## config.mk

```make
export PLATFORM = sky130hd
export DESIGN_NAME = repeater_5
export DESIGN_NICKNAME = d
export VERILOG_FILES = /design/src/rtl/repeater_pkg.sv /design/src/rtl/repeater_prescaler.sv /design/src/rtl/repeater_5.sv
export SDC_FILE = /design/constraint.sdc
export NUM_CORES = 1
export LEC_CHECK = 0
export ABC_CLOCK_PERIOD_IN_PS = 2070
export BUFFER_PORTS_ARGS = -buffer_cell sky130_fd_sc_hd__buf_2
export CORE_AREA = 5 5 42 44
export DETAILED_ROUTE_END_ITERATION = 12
export DIE_AREA = 0 0 47 49
export GPL_TIMING_DRIVEN = 0
export SETUP_SLACK_MARGIN = 0.3
export SLEW_MARGIN = 5
export SYNTH_ARGS = -nofsm -noshare
export SYNTH_HDL_FRONTEND = slang
export SYNTH_SLANG_ARGS = --single-unit
export TNS_END_PERCENT = 30
```

## constraint.sdc

```tcl
create_clock -name clk -period 2.07 [get_ports clk]
set_input_delay 0.207 -clock clk [delete_from_list [all_inputs] [get_ports clk]]
set_output_delay 0.207 -clock clk [all_outputs]
set_load 0.01 [all_outputs]
```

## src/rtl/repeater_pkg.sv

```systemverilog
// Shared defaults and helper for the modulo-N repeating sequence generator.
//   MOD_DEFAULT   : sequence length N (values 0..N-1)
//   WIDTH_DEFAULT : width of the sequence value output
//   HOLD_DEFAULT  : clock cycles each value is held
//   next_val()    : wrapped increment; any value at or above mod-1 returns 0
package repeater_pkg;

    localparam int unsigned MOD_DEFAULT   = 5;
    localparam int unsigned WIDTH_DEFAULT = 3;
    localparam int unsigned HOLD_DEFAULT  = 1;

    // Values >= mod (upset state) fold to 0 together with the normal mod-1 wrap.
    function automatic logic [31:0] next_val(input logic [31:0] cur, input logic [31:0] mod);
        logic [31:0] nxt;
        if (cur >= mod - 32'd1) begin
            nxt = 32'd0;
        end else begin
            nxt = cur + 32'd1;
        end
        return nxt;
    endfunction

endpackage

```

## src/rtl/repeater_prescaler.sv

```systemverilog
// Hold-cycle prescaler: strobes adv_c once every HOLD clock cycles.
//   clk   : clock, rising edge
//   rst   : asynchronous active-high reset, clears the hold counter
//   adv_c : combinational advance strobe, high on the last cycle of each hold window
// With HOLD == 1 there is no counter and adv_c is constant 1.
module repeater_prescaler #(
    parameter int unsigned HOLD = 1
) (
    input  logic clk,
    input  logic rst,
    output logic adv_c
);

    localparam int unsigned HCW = (HOLD > 1) ? $clog2(HOLD) : 1;

    if (HOLD == 1) begin : g_no_hold
        // Clock and reset are not needed when every edge advances.
        logic unused_inputs;
        assign unused_inputs = clk ^ rst;
        assign adv_c         = 1'b1;
    end else begin : g_hold
        logic [HCW-1:0] hcnt_q;
        logic [HCW-1:0] hcnt_d;
        logic           last_c;

        // Count 0..HOLD-1 and strobe on the last count.
        always_comb begin
            last_c = (hcnt_q == HCW'(HOLD - 1));
            hcnt_d = hcnt_q + HCW'(1);
            if (last_c) begin
                hcnt_d = '0;
            end
        end

        always_ff @(posedge clk or posedge rst) begin
            if (rst) begin
                hcnt_q <= '0;
            end else begin
                hcnt_q <= hcnt_d;
            end
        end

        assign adv_c = last_c;
    end

endmodule

```

## src/rtl/repeater_5.sv

```systemverilog
// Free-running modulo-MOD sequence generator: 0,1,..,MOD-1,0,... each value held HOLD cycles.
//   clk     : clock, rising edge
//   rst     : asynchronous active-high reset, clears value, hold counter and wrap
//   mod5cnt : current sequence value, straight from the value register
//   wrap    : one-cycle pulse on the first 0 following MOD-1
// Build option REPEATER_WRAP_PULSE_EN: when defined, wrap is a registered pulse;
// otherwise wrap is tied to 0 and costs no flops.
module repeater_5
    import repeater_pkg::*;
#(
    parameter int unsigned MOD   = MOD_DEFAULT,
    parameter int unsigned WIDTH = WIDTH_DEFAULT,
    parameter int unsigned HOLD  = HOLD_DEFAULT
) (
    input  logic             clk,
    input  logic             rst,
    output logic [WIDTH-1:0] mod5cnt,
    output logic             wrap
);

    logic             adv_c;
    logic [WIDTH-1:0] cnt_q;
    logic [WIDTH-1:0] cnt_d;

    repeater_prescaler #(
        .HOLD (HOLD)
    ) u_prescaler (
        .clk   (clk),
        .rst   (rst),
        .adv_c (adv_c)
    );

    // Advance on the prescaler strobe; out-of-range values fall back to 0.
    always_comb begin
        cnt_d = cnt_q;
        if (adv_c) begin
            cnt_d = WIDTH'(next_val(32'(cnt_q), 32'(MOD)));
        end
    end

    always_ff @(posedge clk or posedge rst) begin
        if (rst) begin
            cnt_q <= '0;
        end else begin
            cnt_q <= cnt_d;
        end
    end

    assign mod5cnt = cnt_q;

`ifdef REPEATER_WRAP_PULSE_EN
    logic wrap_q;
    logic wrap_d;

    // Only a genuine MOD-1 -> 0 step pulses; reset release and upset recovery do not.
    always_comb begin
        wrap_d = adv_c && (cnt_q == WIDTH'(MOD - 1));
    end

    always_ff @(posedge clk or posedge rst) begin
        if (rst) begin
            wrap_q <= 1'b0;
        end else begin
            wrap_q <= wrap_d;
        end
    end

    assign wrap = wrap_q;
`else
    assign wrap = 1'b0;
`endif

endmodule

```

==> impl_metrics.xml, run 1 <==
<?xml version="1.0" encoding="UTF-8"?>
<metrics>
  <group name="outcome">
    <metric name="outcome" unit="">finished, final reports clean</metric>
  </group>
  <group name="global_route">
    <metric name="grt_antenna_before_repair" unit="">0</metric>
    <metric name="globalRouteOverflowTotal" unit="">0</metric>
    <metric name="grt_util_all_layers" unit="%">3.602</metric>
    <metric name="vias_in_the_first_global_route" unit="">114</metric>
    <metric name="largest_net_degree_at_the_start_of_global_routing" unit="">5</metric>
    <metric name="wire_length_of_the_first_global_routing_pass" unit="um">476</metric>
  </group>
  <group name="floorplan">
    <metric name="floorplan.die.height" unit="um">49</metric>
    <metric name="floorplan.initialDensity" unit="%">9.911</metric>
    <metric name="rows" unit="">14</metric>
    <metric name="coreArea" unit="sq um">1401</metric>
    <metric name="die_area" unit="sq um">2303</metric>
    <metric name="boundaryPins" unit="">6</metric>
    <metric name="die-width" unit="um">47</metric>
  </group>
  <group name="clock_tree">
    <metric name="tritoncts" unit="">built</metric>
    <metric name="root_buffer_cell" unit="">sky130_fd_sc_hd__clkbuf_4</metric>
    <metric name="cts_buffers" unit="">3</metric>
    <metric name="post_cts_buffers" unit="">0</metric>
    <metric name="post_cts.resized_instances" unit="">0</metric>
    <metric name="cts_hold_buffers" unit="">1</metric>
    <metric name="cts_max_level" unit="">1</metric>
    <metric name="clock_tree.buffer_depth" unit="">2</metric>
    <metric name="clk_pin_slew_worst_paths" unit="ns">0.04</metric>
    <metric name="clkLatencyLatePin" unit="ns">0.23</metric>
    <metric name="clock_sink_count" unit="">3</metric>
  </group>
  <group name="route">
    <metric name="vias" unit="">94</metric>
    <metric name="route.detailed.vias_per_inst" unit="">2.474</metric>
    <metric name="routed_wirelength" unit="um">223</metric>
    <metric name="wirelength_per_cell" unit="um">5.868</metric>
    <metric name="drt_first_pass_iters" unit="">2</metric>
    <metric name="first_iter_violations" unit="">3</metric>
    <metric name="remaining_number_of_nets_flagged_by_the_antenna_check_after_routing" unit="">0</metric>
    <metric name="detail_route.drc_violations" unit="">0</metric>
  </group>
  <group name="synth">
    <metric name="synth_compound_gate_area_share" unit="%">0</metric>
    <metric name="synth_largest_type_area_fraction" unit="%">54.05</metric>
    <metric name="ys_seq_area_share" unit="%">54.05</metric>
    <metric name="synth_nets" unit="">17</metric>
    <metric name="synthesis.area" unit="sq um">138.9</metric>
    <metric name="yosysUniqueCellTypes" unit="">7</metric>
    <metric name="synth_xor_xnor_area_share" unit="%">0</metric>
    <metric name="synth_area_leader_cell" unit="">sky130_fd_sc_hd__dfrtp_1</metric>
    <metric name="syn-instance-count" unit="">13</metric>
    <metric name="ys_top_cells_by_area" unit="">sky130_fd_sc_hd__dfrtp_1 (54%), sky130_fd_sc_hd__ha_1 (18%), sky130_fd_sc_hd__nor2b_1 (9.0%)</metric>
    <metric name="synth_area_in_simple_gates" unit="%">11.71</metric>
    <metric name="syn-mean-instance-area" unit="sq um">10.68</metric>
    <metric name="synthAdderAreaFrac" unit="%">18.02</metric>
    <metric name="yosys_register_bits" unit="">3</metric>
    <metric name="synth_top_family_by_area" unit="">adder cells</metric>
    <metric name="synth_warnings" unit="">0</metric>
    <metric name="yosys-mux-area-fraction" unit="%">0</metric>
  </group>
  <group name="sta">
    <metric name="timing.final.max_slew_violations" unit="">0</metric>
    <metric name="final_report_setup_violation_count" unit="">0</metric>
    <metric name="timing.final.hold_violations" unit="">0</metric>
    <metric name="fin_worst_skew" unit="ns">0.0007188</metric>
    <metric name="totalNegativeSetupSlack" unit="ns">0</metric>
    <metric name="max_clock_freq" unit="GHz">1.023</metric>
    <metric name="fin_crit_sh" unit="%">47.24</metric>
    <metric name="rsz0062_at_grt" unit="">no</metric>
    <metric name="finalCriticalPeriod" unit="ns">0.9778</metric>
  </group>
  <group name="cells_and_area">
    <metric name="num-nets-final" unit="">27</metric>
    <metric name="syn2layout_area_growth" unit="%">54.95</metric>
    <metric name="diodes" unit="">0</metric>
    <metric name="stdcell_count" unit="">38</metric>
    <metric name="mostFrequentLayoutCells" unit="">sky130_fd_sc_hd__buf_2 (4), sky130_fd_sc_hd__inv_1 (3), sky130_fd_sc_hd__clkbuf_4 (3), sky130_fd_sc_hd__dfrtp_1 (3)</metric>
    <metric name="largest_reg_flops" unit="">3</metric>
    <metric name="final_layout_size_suffix_gt1_share" unit="%">36.36</metric>
    <metric name="layout_commonest_cell" unit="">sky130_fd_sc_hd__buf_2</metric>
  </group>
  <group name="placement">
    <metric name="place.port_buffers" unit="">4</metric>
    <metric name="post-place-cells" unit="">33</metric>
    <metric name="gp_congestion" unit="">0.6699</metric>
  </group>
  <group name="setup_path">
    <metric name="timing.critical_path.buf_inv" unit="">1</metric>
    <metric name="timing.critical_path.to_type" unit="">output port</metric>
    <metric name="rr_worst_depth" unit="">3</metric>
    <metric name="cp_slowest_cell" unit="">sky130_fd_sc_hd__dfrtp_1</metric>
    <metric name="worst_ep_arrival" unit="ns">0.77</metric>
    <metric name="cp-start-kind" unit="">register</metric>
    <metric name="cp_slowest_stage_delay" unit="ns">0.39</metric>
    <metric name="cp_top_family" unit="">flip-flops</metric>
    <metric name="timing.critical_path.cells" unit="">buf_2</metric>
    <metric name="crit_cells" unit="">1</metric>
    <metric name="worstPathRequired" unit="ns">1.86</metric>
    <metric name="worstPathMaxFanout" unit="">4</metric>
    <metric name="timing.setup.critical_path_class" unit="">register to output port</metric>
  </group>
  <group name="run">
    <metric name="maxCapViolations" unit="">0</metric>
  </group>
  <group name="power">
    <metric name="vdd_ir_drop_max" unit="mV">0.1633</metric>
    <metric name="cellLeakagePower" unit="nW">0.1117</metric>
    <metric name="power-per-cell-area" unit="nW/um^2">765.1</metric>
  </group>
  <group name="min_path">
    <metric name="worstHoldPathType" unit="">primary input to async pin</metric>
  </group>
</metrics>
## metal layers
metal | up-vias | part of all wire (%) | track usage, %
li1 | 51 | - | -
met1 | 39 | 43 | 3.326
met2 | 4 | 37 | 3.394
met3 | 0 | 20 | 5.535
met4 | 0 | 0 | 2.765
met5 | - | 0 | 0
## final timing paths
path                       slack (ns)                   end            startpoint
hold reg to reg                  0.48  mod5cnt[0]$_DFF_PP0_  mod5cnt[2]$_DFF_PP0_
min in group clk                 0.48  mod5cnt[0]$_DFF_PP0_  mod5cnt[2]$_DFF_PP0_
max in group asynchronous        1.56  mod5cnt[0]$_DFF_PP0_                   rst
setup reg to reg                 1.13  mod5cnt[1]$_DFF_PP0_  mod5cnt[0]$_DFF_PP0_
setup / recovery                 1.09            mod5cnt[0]  mod5cnt[0]$_DFF_PP0_
hold / removal                   0.38  mod5cnt[1]$_DFF_PP0_                   rst
## synthesized netlist by cell type
master,instances
sky130_fd_sc_hd__buf_4,1
sky130_fd_sc_hd__conb_1,1
sky130_fd_sc_hd__dfrtp_1,3
sky130_fd_sc_hd__ha_1,2
sky130_fd_sc_hd__inv_1,3
sky130_fd_sc_hd__nor2_1,1
sky130_fd_sc_hd__nor2b_1,2
## metrics by stage
stage	setup WS, ns	hold slack, ns	total power, W	utilization (%)	area [sq um]
finish	1.092	0.3818	0.0001646	15.36	215.2
global route	1.046	0.4032	0.0001825	15.36	215.2
detailed placement	1.126	0.07932	0.00006408	12.77	178.9
CTS	1.079	0.3777	0.0001713	15.36	215.2
global placement	1.136	0.07656	0.00006402	12.77	178.9
floorplan	1.100	-0.03936	0.00006292	-	138.9
## cells by family (layout without fill, tap and decap cells)
family | after synthesis | in the layout
flops | 3 | 3
simple gates | 3 | 3
fa+ha+maj | 2 | 2
buf+inv | 4 | 13
other cells | 1 | 1
## layout make-up
cell class / instances / area [sq um]
flip-flops and latches: 3 / 75.07
fillers: 172 / 1186
multi-input cells: 6 / 45.04
plain buffers: 1 / 7.507
well taps: 16 / 20.02
inverters: 3 / 11.26
clock buffers: 4 / 26.28
repair buffers: 5 / 30.03
## where the power goes
| group | switching (W) | total (W) | internal, W |
|---|---|---|---|
| Combinational | 0.00000243 | 0.00000566 | 0.00000322 |
| Sequential | 0 | 0.0000590 | 0.0000590 |
| Clock | 0.0000279 | 0.000100 | 0.0000721 |
No activity file was read; power rests on OpenSTA's default activity.
==> inputs of run 2 (changes only) <==
- ABC_CLOCK_PERIOD_IN_PS: 2070 -> 1010
- clock period: 2.07 -> 1.01 ns (I/O delays scaled with it)
==> impl_metrics.xml, run 2 (synthesis results as in run 1) <==
<?xml version="1.0" encoding="UTF-8"?>
<metrics>
  <group name="outcome">
    <metric name="outcome" unit="">finished, final reports clean</metric>
  </group>
  <group name="sta">
    <metric name="fin_worst_skew" unit="ns">0.001517</metric>
    <metric name="timing.final.max_slew_violations" unit="">0</metric>
    <metric name="max_clock_freq" unit="GHz">1.055</metric>
    <metric name="finalCriticalPeriod" unit="ns">0.9482</metric>
    <metric name="final_report_setup_violation_count" unit="">0</metric>
    <metric name="totalNegativeSetupSlack" unit="ns">0</metric>
    <metric name="worst_slack" unit="ns">0.06180</metric>
    <metric name="fin_crit_sh" unit="%">93.88</metric>
    <metric name="timing.final.hold_violations" unit="">0</metric>
    <metric name="rsz0062_at_grt" unit="">yes</metric>
  </group>
  <group name="floorplan">
    <metric name="die_area" unit="sq um">2303</metric>
    <metric name="floorplan.initialDensity" unit="%">9.911</metric>
    <metric name="coreArea" unit="sq um">1401</metric>
    <metric name="rows" unit="">14</metric>
    <metric name="boundaryPins" unit="">6</metric>
    <metric name="die-width" unit="um">47</metric>
    <metric name="floorplan.die.height" unit="um">49</metric>
  </group>
  <group name="run">
    <metric name="maxCapViolations" unit="">0</metric>
  </group>
  <group name="clock_tree">
    <metric name="cts_max_level" unit="">1</metric>
    <metric name="clock_tree.buffer_depth" unit="">2</metric>
    <metric name="clk_pin_slew_worst_paths" unit="ns">0.04</metric>
    <metric name="clkLatencyLatePin" unit="ns">0.23</metric>
    <metric name="clock_sink_count" unit="">3</metric>
    <metric name="root_buffer_cell" unit="">sky130_fd_sc_hd__clkbuf_4</metric>
    <metric name="cts_buffers" unit="">3</metric>
    <metric name="tritoncts" unit="">built</metric>
  </group>
  <group name="power">
    <metric name="cellLeakagePower" unit="nW">0.1178</metric>
    <metric name="power-per-cell-area" unit="nW/um^2">1460</metric>
    <metric name="post-layout-total-power" unit="W">0.0003416</metric>
    <metric name="vdd_ir_drop_max" unit="mV">0.3341</metric>
  </group>
  <group name="cells_and_area">
    <metric name="layout.core_utilization" unit="%">16.70</metric>
    <metric name="largest_reg_flops" unit="">3</metric>
    <metric name="syn2layout_area_growth" unit="%">68.47</metric>
    <metric name="final-seq-area" unit="sq um">75.07</metric>
    <metric name="diodes" unit="">0</metric>
    <metric name="mostFrequentLayoutCells" unit="">sky130_fd_sc_hd__buf_2 (4), sky130_fd_sc_hd__inv_1 (3), sky130_fd_sc_hd__clkbuf_4 (3), sky130_fd_sc_hd__dfrtp_1 (3), sky130_fd_sc_hd__ha_1 (2)</metric>
    <metric name="multi_input_area" unit="sq um">52.55</metric>
    <metric name="num-nets-final" unit="">28</metric>
    <metric name="final_layout_size_suffix_gt1_share" unit="%">43.48</metric>
    <metric name="layout.filler_cells" unit="">157</metric>
    <metric name="layout_commonest_cell" unit="">sky130_fd_sc_hd__buf_2</metric>
  </group>
  <group name="route">
    <metric name="first_iter_violations" unit="">3</metric>
    <metric name="met1_length" unit="um">152</metric>
    <metric name="drt_first_pass_iters" unit="">2</metric>
    <metric name="highest-signal-layer" unit="">met3</metric>
    <metric name="routed_wirelength" unit="um">274</metric>
    <metric name="met2_wirelength" unit="um">81</metric>
    <metric name="detail_route.drc_violations" unit="">0</metric>
    <metric name="remaining_number_of_nets_flagged_by_the_antenna_check_after_routing" unit="">0</metric>
    <metric name="wirelength_per_cell" unit="um">7.026</metric>
    <metric name="vias" unit="">95</metric>
    <metric name="route.detailed.vias_per_inst" unit="">2.436</metric>
    <metric name="routed_met3_length" unit="um">40</metric>
  </group>
  <group name="placement">
    <metric name="gp_congestion" unit="">0.5964</metric>
    <metric name="place.port_buffers" unit="">4</metric>
    <metric name="dpl_worst_slack" unit="ns">0.08453</metric>
  </group>
  <group name="global_route">
    <metric name="grt_util_all_layers" unit="%">3.811</metric>
    <metric name="largest_net_degree_at_the_start_of_global_routing" unit="">5</metric>
    <metric name="wire_length_of_the_first_global_routing_pass" unit="um">448</metric>
    <metric name="globalRouteOverflowTotal" unit="">0</metric>
    <metric name="vias_in_the_first_global_route" unit="">99</metric>
    <metric name="grt_antenna_before_repair" unit="">0</metric>
  </group>
  <group name="setup_path">
    <metric name="worst_r2r_endpoint" unit="">mod5cnt[2]$_DFF_PP0_</metric>
    <metric name="timing.critical_path.to_type" unit="">register</metric>
    <metric name="timing.rr.start" unit="">mod5cnt[0]$_DFF_PP0_</metric>
    <metric name="worst_ep_arrival" unit="ns">1.06</metric>
    <metric name="worst-r2r-setup-slack" unit="ns">0.06</metric>
    <metric name="timing.setup.critical_path_class" unit="">register to register</metric>
    <metric name="worstPathRequired" unit="ns">1.12</metric>
    <metric name="cp-start-kind" unit="">register</metric>
    <metric name="worstPathMaxFanout" unit="">3</metric>
    <metric name="rr_worst_depth" unit="">3</metric>
  </group>
  <group name="min_path">
    <metric name="worstHoldPathType" unit="">primary input to async pin</metric>
  </group>
</metrics>
[run 2: changes by cell type in the layout (fill, tap and decap cells not counted)]
cell	previous run	this run
sky130_fd_sc_hd__buf_6	0	1
sky130_fd_sc_hd__nor2b_1	2	1
sky130_fd_sc_hd__nor2b_4	0	1
[run 2: how the worst max path moves through the flow]
stage               cells after the start            startpoint                    to
floorplan                               3  mod5cnt[0]$_DFF_PP0_  mod5cnt[1]$_DFF_PP0_
CTS                                     3  mod5cnt[1]$_DFF_PP0_  mod5cnt[1]$_DFF_PP0_
global route                            3  mod5cnt[0]$_DFF_PP0_  mod5cnt[1]$_DFF_PP0_
global placement                        3  mod5cnt[0]$_DFF_PP0_  mod5cnt[1]$_DFF_PP0_
detailed placement                      3  mod5cnt[0]$_DFF_PP0_  mod5cnt[1]$_DFF_PP0_
finish                                  3  mod5cnt[0]$_DFF_PP0_  mod5cnt[2]$_DFF_PP0_
[run 2: where the power goes]
part / internal [W] / total [W] / switching (W)
Sequential: 0.000121 / 0.000121 / 0
Clock: 0.000148 / 0.000209 / 0.0000609
Combinational: 0.00000664 / 0.0000119 / 0.00000526
Total: 0.000275 / 0.000342 / 0.0000661
[run 2: worst max-delay path, cell delays in order, from the launching register on]
cell and delay, ns:
sky130_fd_sc_hd__dfrtp_1 0.39, sky130_fd_sc_hd__buf_6 0.13, sky130_fd_sc_hd__ha_1 0.18, sky130_fd_sc_hd__nor2b_1 0.13
[run 2: through the flow]
step,hold WS (ns),instance area [sq um],instances
finish,0.2825,234.0,39
global route,0.2978,234.0,39
CTS,0.2746,215.2,38
detailed placement,-0.02319,178.9,33
global placement,-0.03051,178.9,33
floorplan,-0.1454,138.9,13
[run 2: what timing repair did]
action	CTS	global route
resized for setup	0	3
setup buffers	0	1
endpoints found under the hold margin	3	0
hold buffers	1	0
endpoints found under the setup margin	5	5
pin swaps	0	1
[run 2: area by class of cell]
type | instances | area share (%)
flip-flops and latches | 3 | 32.09
multi-input cells | 6 | 22.46
repair buffers | 6 | 17.65
clock buffers | 4 | 11.23
well taps | 16 | 8.556
inverters | 3 | 4.813
plain buffers | 1 | 3.209
[run 2: routing by layer]
layer | global-route usage (%) | vias up
met4 | 5.530 | 0
met2 | 2.262 | 5
li1 | - | 52
met5 | 0 | -
met1 | 3.761 | 38
met3 | 5.535 | 0
==> inputs of run 3 (changes only) <==
- ABC_AREA: not set -> 1
- BUFFER_PORTS_ARGS: -buffer_cell sky130_fd_sc_hd__buf_2 -> -buffer_cell sky130_fd_sc_hd__clkbuf_2
==> impl_metrics.xml, run 3 <==
<?xml version="1.0" encoding="UTF-8"?>
<metrics>
  <group name="setup_path">
    <metric name="worst_r2r_endpoint" unit="">mod5cnt[1]$_DFF_PP0_</metric>
    <metric name="worstPathRequired" unit="ns">1.13</metric>
    <metric name="cp_slowest_stage_delay" unit="ns">0.38</metric>
    <metric name="cp_top_family" unit="">flip-flops</metric>
    <metric name="cp_slowest_cell" unit="">sky130_fd_sc_hd__dfrtp_1</metric>
    <metric name="timing.rr.start" unit="">mod5cnt[0]$_DFF_PP0_</metric>
    <metric name="timing.critical_path.cells" unit="">inv_1, ha_1, inv_1, nor2_1</metric>
    <metric name="cp-start-kind" unit="">register</metric>
    <metric name="timing.critical_path.to_type" unit="">register</metric>
    <metric name="worst_ep_arrival" unit="ns">1.01</metric>
    <metric name="timing.setup.critical_path_class" unit="">register to register</metric>
    <metric name="rr_worst_depth" unit="">4</metric>
    <metric name="critical_path.most_common_cell" unit="">sky130_fd_sc_hd__inv_1</metric>
    <metric name="worst-r2r-setup-slack" unit="ns">0.11</metric>
    <metric name="timing.critical_path.buf_inv" unit="">2</metric>
    <metric name="worstPathMaxFanout" unit="">4</metric>
  </group>
  <group name="sta">
    <metric name="rsz0062_at_grt" unit="">yes</metric>
    <metric name="totalNegativeSetupSlack" unit="ns">0</metric>
    <metric name="timing.final.max_slew_violations" unit="">0</metric>
    <metric name="timing.final.hold_violations" unit="">0</metric>
    <metric name="fin_worst_skew" unit="ns">0.002117</metric>
    <metric name="fin_crit_sh" unit="%">88.64</metric>
    <metric name="final_report_setup_violation_count" unit="">0</metric>
    <metric name="max_clock_freq" unit="GHz">1.117</metric>
    <metric name="worst_slack" unit="ns">0.1147</metric>
    <metric name="finalCriticalPeriod" unit="ns">0.8953</metric>
  </group>
  <group name="clock_tree">
    <metric name="tritoncts" unit="">built</metric>
    <metric name="clkLatencyLatePin" unit="ns">0.23</metric>
    <metric name="post_cts_buffers" unit="">0</metric>
    <metric name="cts_max_level" unit="">1</metric>
    <metric name="cts_buffers" unit="">3</metric>
    <metric name="clock_tree.buffer_depth" unit="">2</metric>
    <metric name="post_cts.resized_instances" unit="">0</metric>
    <metric name="clock_sink_count" unit="">3</metric>
    <metric name="root_buffer_cell" unit="">sky130_fd_sc_hd__clkbuf_4</metric>
    <metric name="clk_pin_slew_worst_paths" unit="ns">0.04</metric>
  </group>
  <group name="synth">
    <metric name="synth_warnings" unit="">0</metric>
    <metric name="synth_common_cells" unit="">sky130_fd_sc_hd__inv_1 (5), sky130_fd_sc_hd__dfrtp_1 (3), sky130_fd_sc_hd__nor2_1 (3)</metric>
    <metric name="synthesis.area" unit="sq um">141.4</metric>
    <metric name="syn-mean-instance-area" unit="sq um">9.426</metric>
    <metric name="yosysUniqueCellTypes" unit="">6</metric>
    <metric name="syn-instance-count" unit="">15</metric>
    <metric name="yosys_register_bits" unit="">3</metric>
    <metric name="synth_area_leader_cell" unit="">sky130_fd_sc_hd__dfrtp_1</metric>
    <metric name="ys_top_cells_by_area" unit="">sky130_fd_sc_hd__dfrtp_1 (53%), sky130_fd_sc_hd__ha_1 (18%), sky130_fd_sc_hd__inv_1 (13%)</metric>
    <metric name="synthMostInstantiatedCell" unit="">sky130_fd_sc_hd__inv_1</metric>
    <metric name="ys_seq_area_share" unit="%">53.10</metric>
    <metric name="ys.flop_type" unit="">sky130_fd_sc_hd__dfrtp_1</metric>
    <metric name="synth_nets" unit="">19</metric>
    <metric name="synthArstFlopShare" unit="%">100.0</metric>
    <metric name="synth_enable_flop_cells" unit="">0</metric>
    <metric name="synth_largest_type_area_fraction" unit="%">53.10</metric>
  </group>
  <group name="cells_and_area">
    <metric name="layout_commonest_cell" unit="">sky130_fd_sc_hd__inv_1</metric>
    <metric name="largest_reg_flops" unit="">3</metric>
    <metric name="num-nets-final" unit="">29</metric>
    <metric name="diodes" unit="">0</metric>
    <metric name="final_design_area_no_fill" unit="sq um">217.7</metric>
    <metric name="mostFrequentLayoutCells" unit="">sky130_fd_sc_hd__inv_1 (5), sky130_fd_sc_hd__clkbuf_2 (4), sky130_fd_sc_hd__nor2_1 (3), sky130_fd_sc_hd__clkbuf_4 (3), sky130_fd_sc_hd__dfrtp_1 (3)</metric>
    <metric name="layout.core_utilization" unit="%">15.54</metric>
    <metric name="final_layout_size_suffix_gt1_share" unit="%">33.33</metric>
    <metric name="syn2layout_area_growth" unit="%">53.98</metric>
  </group>
  <group name="placement">
    <metric name="detailed_place.area" unit="sq um">181.4</metric>
    <metric name="place_hpwl" unit="um">186.9</metric>
    <metric name="dpl_worst_slack" unit="ns">0.1165</metric>
    <metric name="gp_congestion" unit="">0.5204</metric>
    <metric name="place.port_buffers" unit="">4</metric>
  </group>
  <group name="global_route">
    <metric name="wire_length_of_the_first_global_routing_pass" unit="um">448</metric>
    <metric name="grt_antenna_before_repair" unit="">0</metric>
    <metric name="grt_util_all_layers" unit="%">3.529</metric>
    <metric name="globalRouteOverflowTotal" unit="">0</metric>
    <metric name="vias_in_the_first_global_route" unit="">132</metric>
    <metric name="largest_net_degree_at_the_start_of_global_routing" unit="">5</metric>
  </group>
  <group name="power">
    <metric name="cellLeakagePower" unit="nW">0.1113</metric>
    <metric name="power-per-cell-area" unit="nW/um^2">1547</metric>
    <metric name="vdd_ir_drop_max" unit="mV">0.2615</metric>
  </group>
  <group name="floorplan">
    <metric name="floorplan.die.height" unit="um">49</metric>
    <metric name="boundaryPins" unit="">6</metric>
    <metric name="coreArea" unit="sq um">1401</metric>
    <metric name="die_area" unit="sq um">2303</metric>
    <metric name="die-width" unit="um">47</metric>
    <metric name="rows" unit="">14</metric>
    <metric name="floorplan.initialDensity" unit="%">10.09</metric>
  </group>
  <group name="run">
    <metric name="maxCapViolations" unit="">0</metric>
  </group>
  <group name="route">
    <metric name="route.detailed.vias_per_inst" unit="">2.650</metric>
    <metric name="drt_first_pass_iters" unit="">2</metric>
    <metric name="vias" unit="">106</metric>
    <metric name="first_iter_violations" unit="">1</metric>
    <metric name="detail_route.drc_violations" unit="">0</metric>
    <metric name="wirelength_per_cell" unit="um">5.850</metric>
    <metric name="remaining_number_of_nets_flagged_by_the_antenna_check_after_routing" unit="">0</metric>
    <metric name="routed_wirelength" unit="um">234</metric>
  </group>
  <group name="outcome">
    <metric name="outcome" unit="">finished, final reports clean</metric>
  </group>
  <group name="min_path">
    <metric name="worstHoldPathType" unit="">primary input to async pin</metric>
  </group>
</metrics>
## run 3: cell count changes after synthesis, sizes merged
cell	delta
inv	+2
nor2	+2
nor2b	-2
## run 3: cell families after synthesis
logic type                 after synthesis  share of synthesized area (%)
and+or+nand+nor                          3                          7.964
buffers and inverters                    6                          18.59
other                                    1                          2.652
adders and majority gates                2                          17.70
DFF                                      3                          53.10
## run 3: worst max-delay path by stage
stage | from | cells after the start | slack (ns) | to
after floorplan | mod5cnt[0]$_DFF_PP0_ | 4 | 0.1 | mod5cnt[1]$_DFF_PP0_
after global placement | mod5cnt[0]$_DFF_PP0_ | 4 | 0.12 | mod5cnt[1]$_DFF_PP0_
after detailed placement | mod5cnt[0]$_DFF_PP0_ | 4 | 0.12 | mod5cnt[1]$_DFF_PP0_
after CTS | mod5cnt[1]$_DFF_PP0_ | 4 | 0.11 | mod5cnt[1]$_DFF_PP0_
after global routing | mod5cnt[0]$_DFF_PP0_ | 4 | 0.04 | mod5cnt[1]$_DFF_PP0_
final | mod5cnt[0]$_DFF_PP0_ | 4 | 0.11 | mod5cnt[1]$_DFF_PP0_
## run 3: tightest hold or removal path: cells and delay by family
family / cells / cell delay [ns]
buffers and inverters: 3 / 0.72
## run 3: area by class of cell
type | count | area, sq um
plain buffers | 1 | 7.507
clock buffers | 4 | 26.28
fillers | 172 | 1184
inverters | 5 | 18.77
multi-input cells | 6 | 40.04
flip-flops and latches | 3 | 75.07
well taps | 16 | 20.02
repair buffers | 5 | 30.03
## run 3: what timing repair did
action,CTS,global route
endpoints found under the setup margin,5,5
pin swaps,0,0
hold buffers,1,0
endpoints found under the hold margin,3,0
## run 3: routing by layer
layer	GRT usage (%)	vias to the layer above	share of wire (%)
met5	0	-	0
met4	5.530	0	0
met3	4.428	0	15
met2	3.620	3	50
met1	2.212	47	35
li1	-	56	-
## run 3: metrics by stage
step | hold WS [ns] | cells | total power [W]
floorplan | -0.1454 | 15 | 0.0001290
global placement | -0.04960 | 35 | 0.0001311
detailed placement | -0.05123 | 35 | 0.0001310
CTS | 0.2590 | 40 | 0.0003522
global route | 0.2736 | 40 | 0.0003633
finish | 0.2640 | 40 | 0.0003367
## run 3: power breakdown
group	internal [W]	switching [W]
sequential	0.000121	0
combinational	0.00000662	0.00000500
clock	0.000148	0.0000565
total	0.000275	0.0000615
